## config.mk

```make
export PLATFORM = sky130hd
export DESIGN_NAME = noc_load_scheduler
export DESIGN_NICKNAME = d
export VERILOG_FILES = /design/src/rtl/noc_pkg.sv /design/src/rtl/noc_pkt_fetch.sv /design/src/rtl/noc_load_scheduler.sv
export SDC_FILE = /design/constraint.sdc
export NUM_CORES = 1
export LEC_CHECK = 0
export BUFFER_PORTS_ARGS = -buffer_cell sky130_fd_sc_hd__buf_2
export CORE_MARGIN = 5
export CORE_UTILIZATION = 49
export CTS_BUF_LIST = sky130_fd_sc_hd__clkbuf_4 sky130_fd_sc_hd__clkbuf_8
export CTS_CLUSTER_DIAMETER = 30
export DETAILED_ROUTE_END_ITERATION = 7
export PLACE_DENSITY = 0.89
export SYNTH_ARGS = -nofsm -noshare
export SYNTH_HDL_FRONTEND = slang
export SYNTH_SLANG_ARGS = --single-unit
```

## constraint.sdc

```tcl
create_clock -name clk -period 3.15 [get_ports clk]
set_clock_uncertainty 0.15 [all_clocks]
set_input_delay 0.1575 -clock clk [delete_from_list [all_inputs] [get_ports clk]]
set_output_delay 0.1575 -clock clk [all_outputs]
set_load 0.005 [all_outputs]
```

## src/rtl/noc_pkg.sv

```systemverilog
// Shared definitions for the mesh load scheduler: packet layout, packet types,
// mesh geometry and the PE / row-adder coordinate helpers.
package noc_pkg;

  localparam int PKT_W     = 39;
  localparam int PAYLOAD_W = 21;
  localparam int DEST_LSB  = 31;
  localparam int SRC_LSB   = 23;
  localparam int TYPE_LSB  = 21;

  localparam int PE_COUNT = 9;
  localparam int ROWS     = 3;
  localparam logic [3:0] RADD_Y = 4'd4;

  typedef enum logic [1:0] {
    PKT_FILTER = 2'b00,
    PKT_IFMAP  = 2'b01,
    PKT_RESULT = 2'b10,
    PKT_RSVD   = 2'b11
  } pkt_type_e;

  typedef struct packed {
    logic [7:0]           dest;
    logic [7:0]           src;
    pkt_type_e            ptype;
    logic [PAYLOAD_W-1:0] payload;
  } pkt_t;

  typedef enum logic [2:0] {
    S_IDLE,
    S_LOAD_FILT,
    S_LOAD_IFMAP,
    S_WAIT_RES,
    S_DONE
  } state_e;

  // PEs fill a 3x3 block: x = k/3, y = k%3 + 1 (column 0 is the scheduler's).
  function automatic logic [7:0] pe_addr(input logic [3:0] k);
    logic [3:0] x;
    logic [3:0] y;
    x = k / 4'd3;
    y = (k % 4'd3) + 4'd1;
    return {x, y};
  endfunction

  function automatic logic [7:0] radd_addr(input logic [1:0] r);
    return {2'b00, r, RADD_Y};
  endfunction

endpackage

```

## src/rtl/noc_pkt_fetch.sv

```systemverilog
// Scratchpad read strobe plus output packet register with valid/ready stall.
// At most one read is outstanding; a stalled packet is frozen until accepted.
module noc_pkt_fetch
  import noc_pkg::*;
#(
  parameter int ADDR_W = 12
) (
  input  logic                 clk,
  input  logic                 rst_n,
  input  logic                 i_more,
  input  logic [ADDR_W-1:0]    i_addr,
  input  logic [7:0]           i_dest,
  input  pkt_type_e            i_type,
  output logic                 o_mem_rd_en,
  output logic [ADDR_W-1:0]    o_mem_addr,
  input  logic [PAYLOAD_W-1:0] i_mem_rdata,
  output logic                 o_pkt_valid,
  input  logic                 i_pkt_ready,
  output logic [PKT_W-1:0]     o_pkt_data
);

  logic      r_pend;
  logic      r_held;
  pkt_t      r_pkt;
  logic [7:0] r_dest;
  pkt_type_e r_type;
  pkt_t      w_live;

  assign o_pkt_valid = r_pend | r_held;
  assign o_mem_rd_en = i_more && (!o_pkt_valid || i_pkt_ready);
  assign o_mem_addr  = o_mem_rd_en ? i_addr : '0;

  // Read data is only on the bus the cycle after the strobe; later cycles use r_pkt.
  always_comb begin
    w_live = '0;
    if (r_pend) begin
      w_live.dest    = r_dest;
      w_live.src     = 8'h00;
      w_live.ptype   = r_type;
      w_live.payload = i_mem_rdata;
    end
  end

  assign o_pkt_data = r_held ? r_pkt : w_live;

  always_ff @(posedge clk) begin
    if (!rst_n) begin
      r_pend <= 1'b0;
      r_held <= 1'b0;
      r_pkt  <= '0;
      r_dest <= '0;
      r_type <= PKT_FILTER;
    end else begin
      r_pend <= o_mem_rd_en;
      if (o_mem_rd_en) begin
        r_dest <= i_dest;
        r_type <= i_type;
      end
      if (r_pend && !i_pkt_ready) begin
        r_held <= 1'b1;
        r_pkt  <= w_live;
      end else if (i_pkt_ready) begin
        r_held <= 1'b0;
      end
    end
  end

endmodule

```

## src/rtl/noc_load_scheduler.sv

```systemverilog
// Sequences one convolution run from mesh node (0,0): filters to all PEs, then per
// timestep one ifmap per PE followed by collecting one result from each row adder.
module noc_load_scheduler
  import noc_pkg::*;
#(
  parameter int ADDR_W     = 12,
  parameter int TS_W       = 8,
  parameter int IFMAP_BASE = 16
) (
  input  logic                 clk,
  input  logic                 rst_n,
  input  logic                 start,
  input  logic [TS_W-1:0]      num_timesteps,
  output logic                 mem_rd_en,
  output logic [ADDR_W-1:0]    mem_addr,
  input  logic [PAYLOAD_W-1:0] mem_rdata,
  output logic                 pkt_out_valid,
  input  logic                 pkt_out_ready,
  output logic [PKT_W-1:0]     pkt_out_data,
  input  logic                 pkt_in_valid,
  output logic                 pkt_in_ready,
  input  logic [PKT_W-1:0]     pkt_in_data,
  output logic                 res_valid,
  output logic [1:0]           res_row,
  output logic [TS_W-1:0]      res_ts,
  output logic [PAYLOAD_W-1:0] res_data,
  output logic                 busy,
  output logic                 done,
  output logic                 err
);

  state_e               r_state;
  state_e               w_next;
  logic [3:0]           r_k;
  logic [TS_W-1:0]      r_t;
  logic [TS_W-1:0]      r_nts;
  logic [ROWS-1:0]      r_rowmask;
  logic                 r_err;
  logic                 r_res_valid;
  logic [1:0]           r_res_row;
  logic [TS_W-1:0]      r_res_ts;
  logic [PAYLOAD_W-1:0] r_res_data;

  logic                 w_loading;
  logic                 w_more;
  logic                 w_hs;
  logic                 w_last;
  logic                 w_start_ok;
  logic [ADDR_W-1:0]    w_addr;
  logic [ADDR_W-1:0]    w_ifaddr;
  pkt_type_e            w_out_type;
  logic                 w_acc;
  logic [3:0]           w_src_x;
  pkt_type_e            w_in_type;
  logic [ROWS-1:0]      w_rowbit;
  logic                 w_good;
  logic                 w_bad;
  logic                 w_allrows;
  logic                 w_final;
  logic                 w_unused;

  assign w_loading  = (r_state == S_LOAD_FILT) || (r_state == S_LOAD_IFMAP);
  assign w_more     = w_loading && (r_k < 4'(PE_COUNT));
  assign w_hs       = pkt_out_valid && pkt_out_ready;
  assign w_last     = w_hs && (r_k == 4'(PE_COUNT));
  assign w_start_ok = (r_state == S_IDLE) && start;
  assign w_ifaddr   = ADDR_W'(IFMAP_BASE) + ADDR_W'(r_t) * ADDR_W'(PE_COUNT) + ADDR_W'(r_k);
  assign w_addr     = (r_state == S_LOAD_FILT) ? ADDR_W'(r_k) : w_ifaddr;
  assign w_out_type = (r_state == S_LOAD_FILT) ? PKT_FILTER : PKT_IFMAP;

  noc_pkt_fetch #(.ADDR_W(ADDR_W)) u_fetch (
    .clk         (clk),
    .rst_n       (rst_n),
    .i_more      (w_more),
    .i_addr      (w_addr),
    .i_dest      (pe_addr(r_k)),
    .i_type      (w_out_type),
    .o_mem_rd_en (mem_rd_en),
    .o_mem_addr  (mem_addr),
    .i_mem_rdata (mem_rdata),
    .o_pkt_valid (pkt_out_valid),
    .i_pkt_ready (pkt_out_ready),
    .o_pkt_data  (pkt_out_data)
  );

  assign pkt_in_ready = (r_state == S_WAIT_RES);
  assign w_acc        = pkt_in_valid && pkt_in_ready;
  assign w_src_x      = pkt_in_data[SRC_LSB+4 +: 4];
  assign w_in_type    = pkt_type_e'(pkt_in_data[TYPE_LSB +: 2]);
  assign w_unused     = ^{pkt_in_data[DEST_LSB +: 8], pkt_in_data[SRC_LSB +: 4]};

  // Only x = 0..2 names a real row adder; anything else leaves w_rowbit empty.
  always_comb begin
    w_rowbit = '0;
    case (w_src_x)
      4'd0:    w_rowbit = 3'b001;
      4'd1:    w_rowbit = 3'b010;
      4'd2:    w_rowbit = 3'b100;
      default: w_rowbit = '0;
    endcase
  end

  assign w_good    = w_acc && (w_in_type == PKT_RESULT) && (w_rowbit != '0)
                     && ((r_rowmask & w_rowbit) == '0);
  assign w_bad     = w_acc && !w_good;
  assign w_allrows = w_good && ((r_rowmask | w_rowbit) == '1);
  assign w_final   = w_allrows && (r_t == (r_nts - TS_W'(1)));

  always_comb begin
    w_next = r_state;
    case (r_state)
      S_IDLE:       if (start) w_next = (num_timesteps == '0) ? S_DONE : S_LOAD_FILT;
      S_LOAD_FILT:  if (w_last) w_next = S_LOAD_IFMAP;
      S_LOAD_IFMAP: if (w_last) w_next = S_WAIT_RES;
      S_WAIT_RES:   if (w_allrows) w_next = w_final ? S_DONE : S_LOAD_IFMAP;
      S_DONE:       w_next = S_IDLE;
      default:      w_next = S_IDLE;
    endcase
  end

  always_ff @(posedge clk) begin
    if (!rst_n) begin
      r_state     <= S_IDLE;
      r_k         <= '0;
      r_t         <= '0;
      r_nts       <= '0;
      r_rowmask   <= '0;
      r_err       <= 1'b0;
      r_res_valid <= 1'b0;
      r_res_row   <= '0;
      r_res_ts    <= '0;
      r_res_data  <= '0;
    end else begin
      r_state <= w_next;
      if (w_start_ok || w_last || w_allrows) begin
        r_k <= '0;
      end else if (mem_rd_en) begin
        r_k <= r_k + 4'd1;
      end
      if (w_start_ok) begin
        r_t   <= '0;
        r_nts <= num_timesteps;
      end else if (w_allrows && !w_final) begin
        r_t <= r_t + TS_W'(1);
      end
      if (r_state != S_WAIT_RES) begin
        r_rowmask <= '0;
      end else if (w_good) begin
        r_rowmask <= r_rowmask | w_rowbit;
      end
      if (w_start_ok) begin
        r_err <= 1'b0;
      end else if (w_bad) begin
        r_err <= 1'b1;
      end
      r_res_valid <= w_good;
      if (w_good) begin
        r_res_row  <= w_src_x[1:0];
        r_res_ts   <= r_t;
        r_res_data <= pkt_in_data[0 +: PAYLOAD_W];
      end
    end
  end

  assign res_valid = r_res_valid;
  assign res_row   = r_res_row;
  assign res_ts    = r_res_ts;
  assign res_data  = r_res_data;
  assign err       = r_err;
  assign done      = (r_state == S_DONE);
  assign busy      = (r_state != S_IDLE) && (r_state != S_DONE);

endmodule

```

==> impl_results.md, run 1 <==
* Standard-cell rows at 38
* Final core area utilization at 0.6467
* Max Fanout on Critical Path at 7
* Iter 0 DRT Violations at between 400 and 500
* Overflow left after global routing at 0
* Highest clock frequency the design can meet at about 0.33 GHz
* Fraction of synthesis flops using an asynchronous set or reset pin at 0
* Number of global-route vias before repair at just over 5000
* Area of the multi-input gates at between 3000 and 4000 µm²
* Die Footprint at ~13000 µm²
* Routed WL at roughly 15000 µm
* Actual slew at the worst max-slew pin at around 1100 ps
* Power after layout at 2.361 mW
* Critical Path, Cell by Cell: ha_1 > ha_1 > fa_1 > a21oi_1 > o21bai_2 > a21oi_1 > o21ai_1 > a21oi_1 > nor3b_1 > buf_2
* Relative slew slack at 0.2446
* Root Buffer: sky130_fd_sc_hd__clkbuf_8
* Setup violators final at 0
* Final worst path period need at around 3000 ps
* Filler cell count at slightly below 900
* Chip width at 116.0 µm
* Total negative setup slack at 0 ps
* Reg-to-reg startpoint: r_k[3]
* Data arrival time at the worst-slack endpoint at roughly 2700 ps
* Worst-Skew Late Latency at about 370 ps
* Vertical extent of the die at between 100 and 150 µm
* Inserted Clock Buffers at 9
* Number of H-tree levels at 3
* Maximum number of pins on one net before global-route repair at 83
* Worst setup EP type: output port
* Synth Warn # at 0
* Critical Path Start: r_t[1]
* Main synth FF type: sky130_fd_sc_hd__dfxtp_1
* Vias at ~5300
* Number of remaining DRC errors at 0
* Post-synth design cell area at around 5500 µm²
* Non-filler instance count after layout at 998
* Post-Syn Instances at 667
* Number of nets with antenna violations after detailed routing at 0
* HPWL Detailed at 9381 µm
* Sort of element at the start of the critical path: register
* Core outline area at 10940 µm²
* Count of pins on the block boundary at between 150 and 200
* Layout overhead on the synthesized area at 28.43%
* Final RePlAce weighted congestion at between 0.8 and 0.9
* TritonCTS clock tree: done
* Global routing usage summed across all routing layers at 0.2162
* VDD IR max at 198.6 µV
* Layout cells sized above 1 at 0.2348
* Status: finished clean
* Unique masters post-synth at 60
* Routed wire per std cell at about 15 µm
* Initial antenna violation count at 2
* Number of maximum-capacitance constraint violations at 0
* Clock slew at the register clock pins of the worst setup and hold paths at around 100 ps
* Area taken by flip-flops and latches at 1969 µm²
* Slowest cell on the critical path: sky130_fd_sc_hd__dfxtp_2
* Number of input and output port buffers inserted at about 140
* Starting Density at 0.5035
* Vias/cell at between 5 and 6
* Placed insts at approximately 900
* Worst setup path class: reg2out
* Most frequent CP cell: sky130_fd_sc_hd__a21oi_1
* Power Density at approximately 330 nW/µm²
* Maximum cell stage delay along the critical path at about 440 ps
* Final hold viol count at 0
* Global-route wire length before repair at 23490 µm
* Hold path start: pkt_in_data[30]
* Register area share after synthesis at 0.3563
* TritonCTS sink count at around 100
* EDFF count, synth at 0
* Detailed Routing Iterations Pass 1 at 5
* Clock Path Buffers at 2
* Data required time of the critical path at between 2000 and 3000 ps
* Hold crit path type: in2reg
* Pins Over Slew Limit at 0
* Leak Pwr at about 3.2 nW
* Number of nets in the layout at 956
* Mean area per synthesized cell at 8.256 µm²
* Number of flip-flops and latches in the synthesized netlist at roughly 100
* Portion of the clock cycle consumed by the worst path in the final layout at 0.9517
Yosys cell counts, drive strengths merged, types with 4 or more instances:
cell type / number / area [µm²]
nor3b: 4 / 35.03
nor4: 6 / 58.80
inv: 16 / 60.05
a22o: 21 / 183.9
nor2: 26 / 97.59
buf: 25 / 168.9
nor2b: 10 / 62.56
nand2: 183 / 694.4
nand2b: 9 / 56.30
o211a: 4 / 40.04
xor2: 10 / 87.58
a21boi: 69 / 518.0
a21oi: 19 / 95.09
dfxtp: 98 / 1962
ha: 29 / 362.9
mux2i: 15 / 150.1
xnor2: 15 / 131.4
nand3: 6 / 30.03
clkbuf: 26 / 97.59
o21ai: 13 / 65.06
nor3: 5 / 30.03
a211oi: 6 / 50.05
and2: 6 / 37.54
flip-flops by register name, indices dropped and copies added, names as in the netlist, 4 cells and up:
register / flops
u_fetch.r_pkt: 29
res_data: 21
r_nts: 8
r_t: 8
res_ts: 8
u_fetch.r_dest: 7
r_k: 4
stage by stage:
stage,cell area [µm²],hold slack (ps),setup slack (ps)
after floorplan,5540,142.3,145.1
after global placement,6291,247.0,181.9
after detailed placement,6291,252.7,101.9
after CTS,7020,9.774,24.64
after global routing,7072,61.18,-3.267
final,7072,32.09,152.3
final timing paths:
path / endpoint / slack, ps / cells past startpoint
hold reg to reg: res_data[9] / 300 / 2
setup / recovery: mem_addr[11] / 150 / 10
hold / removal: r_rowmask[0] / 30 / 4
setup reg to reg: u_fetch.r_dest[2] / 200 / 13
metal layers:
| metal | global-route usage | routed length [µm] | up-vias |
|---|---|---|---|
| met1 | 0.2543 | 6170 | 2496 |
| met5 | 0 | 0 | - |
| met4 | 0.1083 | 484 | 0 |
| li1 | - | - | 2614 |
| met2 | 0.3721 | 7305 | 175 |
| met3 | 0.04543 | 866 | 44 |
where the power goes:
part           internal, mW  switching, mW  total, mW
clock                 0.297          0.449      0.747
sequential             1.26         0.0217       1.28
combinational         0.167          0.165      0.332
total                  1.72          0.636       2.36
timing repair:
item / 4_1_cts / 5_1_grt
gates cloned: 1 / 0
endpoints found under the setup margin: 8 / 6
hold endpoints to repair: 53 / 0
resized for setup: 2 / 8
hold buffers: 54 / 0
buffers inserted: 0 / 3
pin swaps: 1 / 2
cell type report:
class                           instances  area share
Multi-Input combinational cell        512      0.4659
Sequential cell                        98      0.2785
Clock buffer                           10     0.01858
Inverter                               16    0.008493
Clock inverter                          6    0.006016
Tap cell                              140     0.02477
Antenna cell                            2   0.0007077
Timing Repair Buffer                  214      0.1971
layout by cell type, fill, tap and decap left out, types with 11 or more instances in the layout:
master / instances
sky130_fd_sc_hd__buf_4: 21
sky130_fd_sc_hd__a22o_1: 21
sky130_fd_sc_hd__dlygate4sd3_1: 54
sky130_fd_sc_hd__mux2i_1: 15
sky130_fd_sc_hd__nor2_1: 26
sky130_fd_sc_hd__a21oi_1: 19
sky130_fd_sc_hd__inv_1: 15
sky130_fd_sc_hd__buf_2: 139
sky130_fd_sc_hd__nand2_1: 182
sky130_fd_sc_hd__o21ai_0: 11
sky130_fd_sc_hd__dfxtp_1: 94
sky130_fd_sc_hd__xnor2_1: 15
sky130_fd_sc_hd__a21boi_0: 65
sky130_fd_sc_hd__ha_1: 29
critical path, delay by kind of cell (launching register included):
family	cells	cell delay, ps
simple gates	1	60
flops	1	440
compound gates	5	790
buf+inv	1	130
fa+ha+maj	3	900
cell families (layout without fill, tap and decap cells):
group           after synthesis  in the layout  share of synthesized area
simple gates                270            271                     0.2199
compound gates              155            155                     0.2120
flops                        98             98                     0.3563
buf+inv                      67            246                    0.05930
fa+ha+maj                    33             33                    0.07862
xor+xnor                     25             25                    0.03976
mux                          18             18                    0.03340
other cells                   1             12                  0.0006810
(Power assumes the default switching activity.)
==> inputs of run 2 (changes only) <==
==> constraint.sdc (replaced) <==
create_clock -name clk -period 3.15 [get_ports clk]
set_clock_uncertainty 0.15 [all_clocks]
set_input_delay 0.1575 -clock clk [delete_from_list [all_inputs] [get_ports clk]]
set_output_delay 0.1575 -clock clk [all_outputs]
set_load 0.02 [all_outputs]
==> impl_results.md, run 2 (synthesis gave the netlist of run 1 again) <==
* Status: finished clean
* Layout overhead on the synthesized area at 29.31%
* Final hold viol count at 0
* Vertical extent of the die at between 100 and 150 µm
* Layout cells sized above 1 at 0.2386
* Core outline area at 10940 µm²
* Pins Over Slew Limit at 0
* HPWL Detailed at 9427 µm
* Overflow left after global routing at 0
* Data required time of the critical path at 2840 ps
* Number of input and output port buffers inserted at approximately 140
* Total negative setup slack at 0 ps
* Portion of total power attributed to combinational logic at 0.137
* Worst-Skew Late Latency at roughly 370 ps
* Setup Slack @ Placement at 144.5 ps
* Fraction of power spent switching nets at 0.2560
* Final non-filler cell area at ~7000 µm²
* Reg2reg setup slack at 210 ps
* Commonest non-fill, non-tap cells in the layout: 182 x sky130_fd_sc_hd__nand2_1, 139 x sky130_fd_sc_hd__buf_2, 96 x sky130_fd_sc_hd__dfxtp_1, 65 x sky130_fd_sc_hd__a21boi_0, 54 x sky130_fd_sc_hd__dlygate4sd3_1
* Initial antenna violation count at 1
* Final RePlAce weighted congestion at between 0.8 and 0.9
* Register share of total power at 0.500
* Root Buffer: sky130_fd_sc_hd__clkbuf_8
* Met1 Usage GRT at 0.2530
* Max Fanout on Critical Path at 6
* Clock slew at the register clock pins of the worst setup and hold paths at approximately 90 ps
* Relative slew slack at 0.2672
* Routed wire per std cell at approximately 15 µm
* Highest clock frequency the design can meet at 0.3338 GHz
* Most common cell after layout, fill and taps aside: sky130_fd_sc_hd__nand2_1
* Count of pins on the block boundary at 162
* Global routing usage summed across all routing layers at 0.2103
* Number of nets with antenna violations after detailed routing at 0
* Vias/cell at between 5 and 6
* RSZ-0062 raised after global routing: no
* Maximum number of pins on one net before global-route repair at 83
* Standard-cell rows at 38
* Chip width at approximately 120 µm
* VDD IR max at roughly 260 µV
* Number of H-tree levels at 3
* NetSw at about 660 µW
* Die Footprint at around 13000 µm²
* Sort of element at the start of the critical path: register
* Inserted Clock Buffers at 9
* Power Density at roughly 360 nW/µm²
* Met3 usage at 0.04073
* Hold crit path type: in2reg
* Actual slew at the worst max-slew pin at 1099 ps
* TritonCTS clock tree: done
* Worst setup path class: reg2out
* Placement-stage cell area at between 6000 and 7000 µm²
* Filler cell count at around 860
* Max FFs per register at 29
* TritonCTS sink count at 98
* Leak Pwr at 3.188 nW
* Global-route wire length before repair at ~23000 µm
* Number of global-route vias before repair at just over 5000
* Portion of the clock cycle consumed by the worst path in the final layout at 0.9510
* Setup violators final at 0
* Data arrival time at the worst-slack endpoint at ~2700 ps
* Final worst path period need at 2996 ps
* Worst setup slack after layout at between 150 and 200 ps
* Top register by number of flip-flops: u_fetch.r_pkt
* Internal at ~1.9 mW
* Iter 0 DRT Violations at between 400 and 500
* Detailed Routing Iterations Pass 1 at 4
* Number of nets in the layout at 955
* Clock Path Buffers at 2
* Routed WL at roughly 15000 µm
* Relative contribution of the clock network to total power at 0.363
* Grt peak-use layer: met2
* Vias at ~5200
* Number of maximum-capacitance constraint violations at 0
* Worst setup EP type: output port
* Fraction of met2 tracks used by global routing at 0.3663
* Starting Density at 0.5035
* Number of remaining DRC errors at 0
[run 2: cell types whose count changed in the layout (fill, tap and decap cells not counted), moves of 2 or more]
cell / before / now
sky130_fd_sc_hd__bufinv_16: 0 / 2
sky130_fd_sc_hd__dfxtp_1: 94 / 96
sky130_fd_sc_hd__a21oi_2: 0 / 2
sky130_fd_sc_hd__clkinv_2: 2 / 0
sky130_fd_sc_hd__dfxtp_2: 3 / 1
sky130_fd_sc_hd__a21oi_1: 19 / 17
[run 2: layout make-up]
cell class                 instances  area [µm²]  area share
clock buffer                      11       145.1     0.02038
timing repair buffer             214        1394      0.1957
multi-input combinational        511        3292      0.4623
clock inverter                     5       85.08     0.01195
tap                              140       175.2     0.02460
antenna                            1       2.502   0.0003514
sequential                        98        1967      0.2762
inverter                          16       60.06    0.008434
[run 2: path summary, 6_finish.rpt]
| path | startpoint | depth (start not counted) | end |
|---|---|---|---|
| worst max-delay path | r_t[1] | 10 | mem_addr[10] |
| worst min-delay path | pkt_in_data[30] | 4 | r_rowmask[0] |
| worst max register to register | r_k[3] | 13 | u_fetch.r_dest[2] |
| worst min register to register | res_data[20] | 2 | res_data[20] |
[run 2: through the flow]
stage,utilization,total power [mW],std cells,hold slack [ps]
final,0.6511,2.563,996,16.14
after global routing,0.6509,2.671,995,35.66
after CTS,0.6479,2.570,995,1.536
after detailed placement,0.5773,1.603,925,259.8
after global placement,0.5773,1.596,925,246.6
after floorplan,-,1.511,676,142.4
[run 2: power groups by stage]
stage,combinational (mW),clock (mW),sequential [mW]
finish,0.352,0.930,1.28
global route,0.383,1.00,1.29
CTS,0.345,0.943,1.28
floorplan,0.208,0,1.30
global placement,0.286,0,1.31
detailed placement,0.291,0,1.31
[run 2: critical path: stages (launching register included)]
cell,delay [ps]
sky130_fd_sc_hd__dfxtp_1,350
sky130_fd_sc_hd__buf_4,180
sky130_fd_sc_hd__fa_1,430
sky130_fd_sc_hd__ha_1,200
sky130_fd_sc_hd__ha_1,320
sky130_fd_sc_hd__a21oi_1,190
sky130_fd_sc_hd__nor2_2,80
sky130_fd_sc_hd__a41oi_2,210
sky130_fd_sc_hd__xor2_1,150
sky130_fd_sc_hd__nor2_1,50
sky130_fd_sc_hd__buf_2,160
[run 2: routing by layer]
layer	vias to the layer above	wire length (µm)
met3	39	870
met4	2	382
met1	2408	6274
met5	-	7
met2	158	7063
li1	2616	-
[run 2: what timing repair did]
item,4_1_cts,5_1_grt
setup endpoints to repair,2,5
endpoints found under the hold margin,54,0
setup buffers,0,0
pin swaps,0,1
hold buffers,54,0
resized for setup,2,11
==> inputs of run 3 (changes only) <==
--- a/config.mk
+++ b/config.mk
@@ -11,6 +11,7 @@
 export CTS_BUF_LIST = sky130_fd_sc_hd__clkbuf_4 sky130_fd_sc_hd__clkbuf_8
 export CTS_CLUSTER_DIAMETER = 30
 export DETAILED_ROUTE_END_ITERATION = 7
+export MAX_ROUTING_LAYER = met4
 export PLACE_DENSITY = 0.89
 export SYNTH_ARGS = -nofsm -noshare
 export SYNTH_HDL_FRONTEND = slang
==> impl_results.md, run 3 (synthesis gave the netlist of run 1 again) <==
* Relative contribution of the clock network to total power at 0.363
* Setup Slack @ Placement at between 100 and 150 ps
* Number of H-tree levels at 3
* Worst setup EP type: output port
* Status: finished clean
* Total negative setup slack at 0 ps
* Chip width at around 120 µm
* Register share of total power at 0.500
* Actual slew at the worst max-slew pin at approximately 1100 ps
* Layout cells sized above 1 at 0.2386
* Sort of element at the start of the critical path: register
* Power after layout at about 2.6 mW
* Family of cells with the greatest summed delay on the critical path: adder cells
* Final hold viol count at 0
* Portion of the clock cycle consumed by the worst path in the final layout at 0.9538
* Clock Path Buffers at 2
* Number of nets with antenna violations after detailed routing at 0
* Critical path buffers and inverters at 2
* Initial antenna violation count at 1
* Hold crit path type: in2reg
* Data required time of the critical path at around 2800 ps
* Internal at roughly 1.9 mW
* Inserted Clock Buffers at 9
* Count of pins on the block boundary at roughly 160
* Core outline area at roughly 11000 µm²
* Vias/cell at between 5 and 6
* Slowest cell on the critical path: sky130_fd_sc_hd__fa_1
* Most common cell after layout, fill and taps aside: sky130_fd_sc_hd__nand2_1
* Maximum cell stage delay along the critical path at 430 ps
* Pins Over Slew Limit at 0
* Placement-stage cell area at between 6000 and 7000 µm²
* Global-route wire length before repair at 23200 µm
* Iter 0 DRT Violations at between 400 and 500
* Portion of total power attributed to combinational logic at 0.137
* Number of global-route vias before repair at between 5000 and 6000
* Global routing usage summed across all routing layers at 0.2176
* Maximum number of pins on one net before global-route repair at 83
* Number of maximum-capacitance constraint violations at 0
* Critical Path, Cell by Cell: buf_4 > fa_1 > ha_1 > ha_1 > a21oi_1 > nor2_2 > a41oi_2 > xor2_1 > nor2_1 > buf_2
* Vias at 5252
* Commonest non-fill, non-tap cells in the layout: 182 x sky130_fd_sc_hd__nand2_1, 139 x sky130_fd_sc_hd__buf_2, 96 x sky130_fd_sc_hd__dfxtp_1, 65 x sky130_fd_sc_hd__a21boi_0, 54 x sky130_fd_sc_hd__dlygate4sd3_1
* Final RePlAce weighted congestion at roughly 0.83
* Relative slew slack at 0.2704
* Routed WL at around 15000 µm
* Worst setup slack after layout at 145.6 ps
* Leak Pwr at between 3 and 4 nW
* Most frequent CP cell: sky130_fd_sc_hd__ha_1
* Fraction of power spent switching nets at 0.2565
* Max FFs per register at 29
* Die Footprint at between 10000 and 15000 µm²
* Number of input and output port buffers inserted at ~140
* Detailed Routing Iterations Pass 1 at 4
* Root Buffer: sky130_fd_sc_hd__clkbuf_8
* HPWL Detailed at about 9400 µm
* Layout overhead on the synthesized area at 29.31%
* Buffers inserted during post-CTS setup optimization at 0
* Routed wire per std cell at around 15 µm
* Top register by number of flip-flops: u_fetch.r_pkt
* TritonCTS sink count at 98
* Vertical extent of the die at ~120 µm
* VDD IR max at 260.1 µV
* Highest clock frequency the design can meet at 0.3329 GHz
* Standard-cell rows at 38
* NetSw at roughly 660 µW
* Worst setup path class: reg2out
* Final worst path period need at 3004 ps
* Power Density at between 300 and 400 nW/µm²
* Number of remaining DRC errors at 0
* TritonCTS clock tree: done
* Number of nets in the layout at 955
* Setup violators final at 0
* Data arrival time at the worst-slack endpoint at around 2700 ps
* Worst-Skew Late Latency at between 300 and 400 ps
* Final non-filler cell area at roughly 7100 µm²
* Clock slew at the register clock pins of the worst setup and hold paths at around 90 ps
* Starting Density at 0.5035
* Max Fanout on Critical Path at 6
* Overflow left after global routing at 0
[run 3: cell counts in the layout (fill, tap and decap cells not counted)]
No cell type changed its count.
[run 3: repair_timing]
item,in CTS,in global routing
hold buffers,54,0
pin swaps,0,1
gates cloned,0,0
resized for setup,2,11
hold endpoints to repair,54,0
setup endpoints to repair,2,5
[run 3: through the flow]
step,hold slack [ps],std cells,util
2_1_floorplan,142.4,676,-
3_3_place_gp,246.6,925,0.5773
3_5_place_dp,259.8,925,0.5773
4_1_cts,1.536,995,0.6479
5_1_grt,30.66,996,0.6511
6_report,12.40,996,0.6511
[run 3: cell type report]
cell class              instances  area (µm²)
clock inverters                 5       85.08
flip-flops and latches         98        1967
multi-input cells             511        3292
clock buffers                  11       145.1
diodes                          1       2.502
repair buffers                214        1394
fillers                       861        3815
inverters                      16       60.06
well taps                     140       175.2
[run 3: per-layer routing]
metal,global-route usage,part of all wire
met1,0.2572,0.43
met2,0.3648,0.48
met3,0.04491,0.062
met4,0.08121,0.028
met5,-,0
[run 3: worst paths after layout]
| kind | from | slack [ps] | to | cells past startpoint |
|---|---|---|---|---|
| hold / removal | pkt_in_data[30] | 10 | r_rowmask[0] | 4 |
| setup / recovery | r_t[1] | 150 | mem_addr[10] | 10 |
| setup reg to reg | r_k[3] | 210 | u_fetch.r_dest[2] | 13 |
| hold reg to reg | res_data[20] | 300 | res_data[20] | 2 |
[run 3: power by group through the flow]
stage,logic [mW],registers (mW),clock network [mW]
final,0.351,1.28,0.931
after detailed placement,0.291,1.31,0
after CTS,0.345,1.28,0.943
after global routing,0.383,1.29,1.01
after global placement,0.286,1.31,0
after floorplan,0.208,1.30,0
[run 3: worst reg2reg max path, cell delays in order, from the launching register on]
cell and delay, ps:
sky130_fd_sc_hd__dfxtp_2 360, sky130_fd_sc_hd__nand2b_2 220, sky130_fd_sc_hd__inv_1 70, sky130_fd_sc_hd__ha_1 130, sky130_fd_sc_hd__inv_1 40, sky130_fd_sc_hd__ha_1 170, sky130_fd_sc_hd__and2_1 160, sky130_fd_sc_hd__xnor2_1 150
sky130_fd_sc_hd__ha_1 260, sky130_fd_sc_hd__a2111oi_2 280, sky130_fd_sc_hd__mux2_2 380, sky130_fd_sc_hd__ha_1 190, sky130_fd_sc_hd__xor2_1 160, sky130_fd_sc_hd__o2bb2ai_1 140
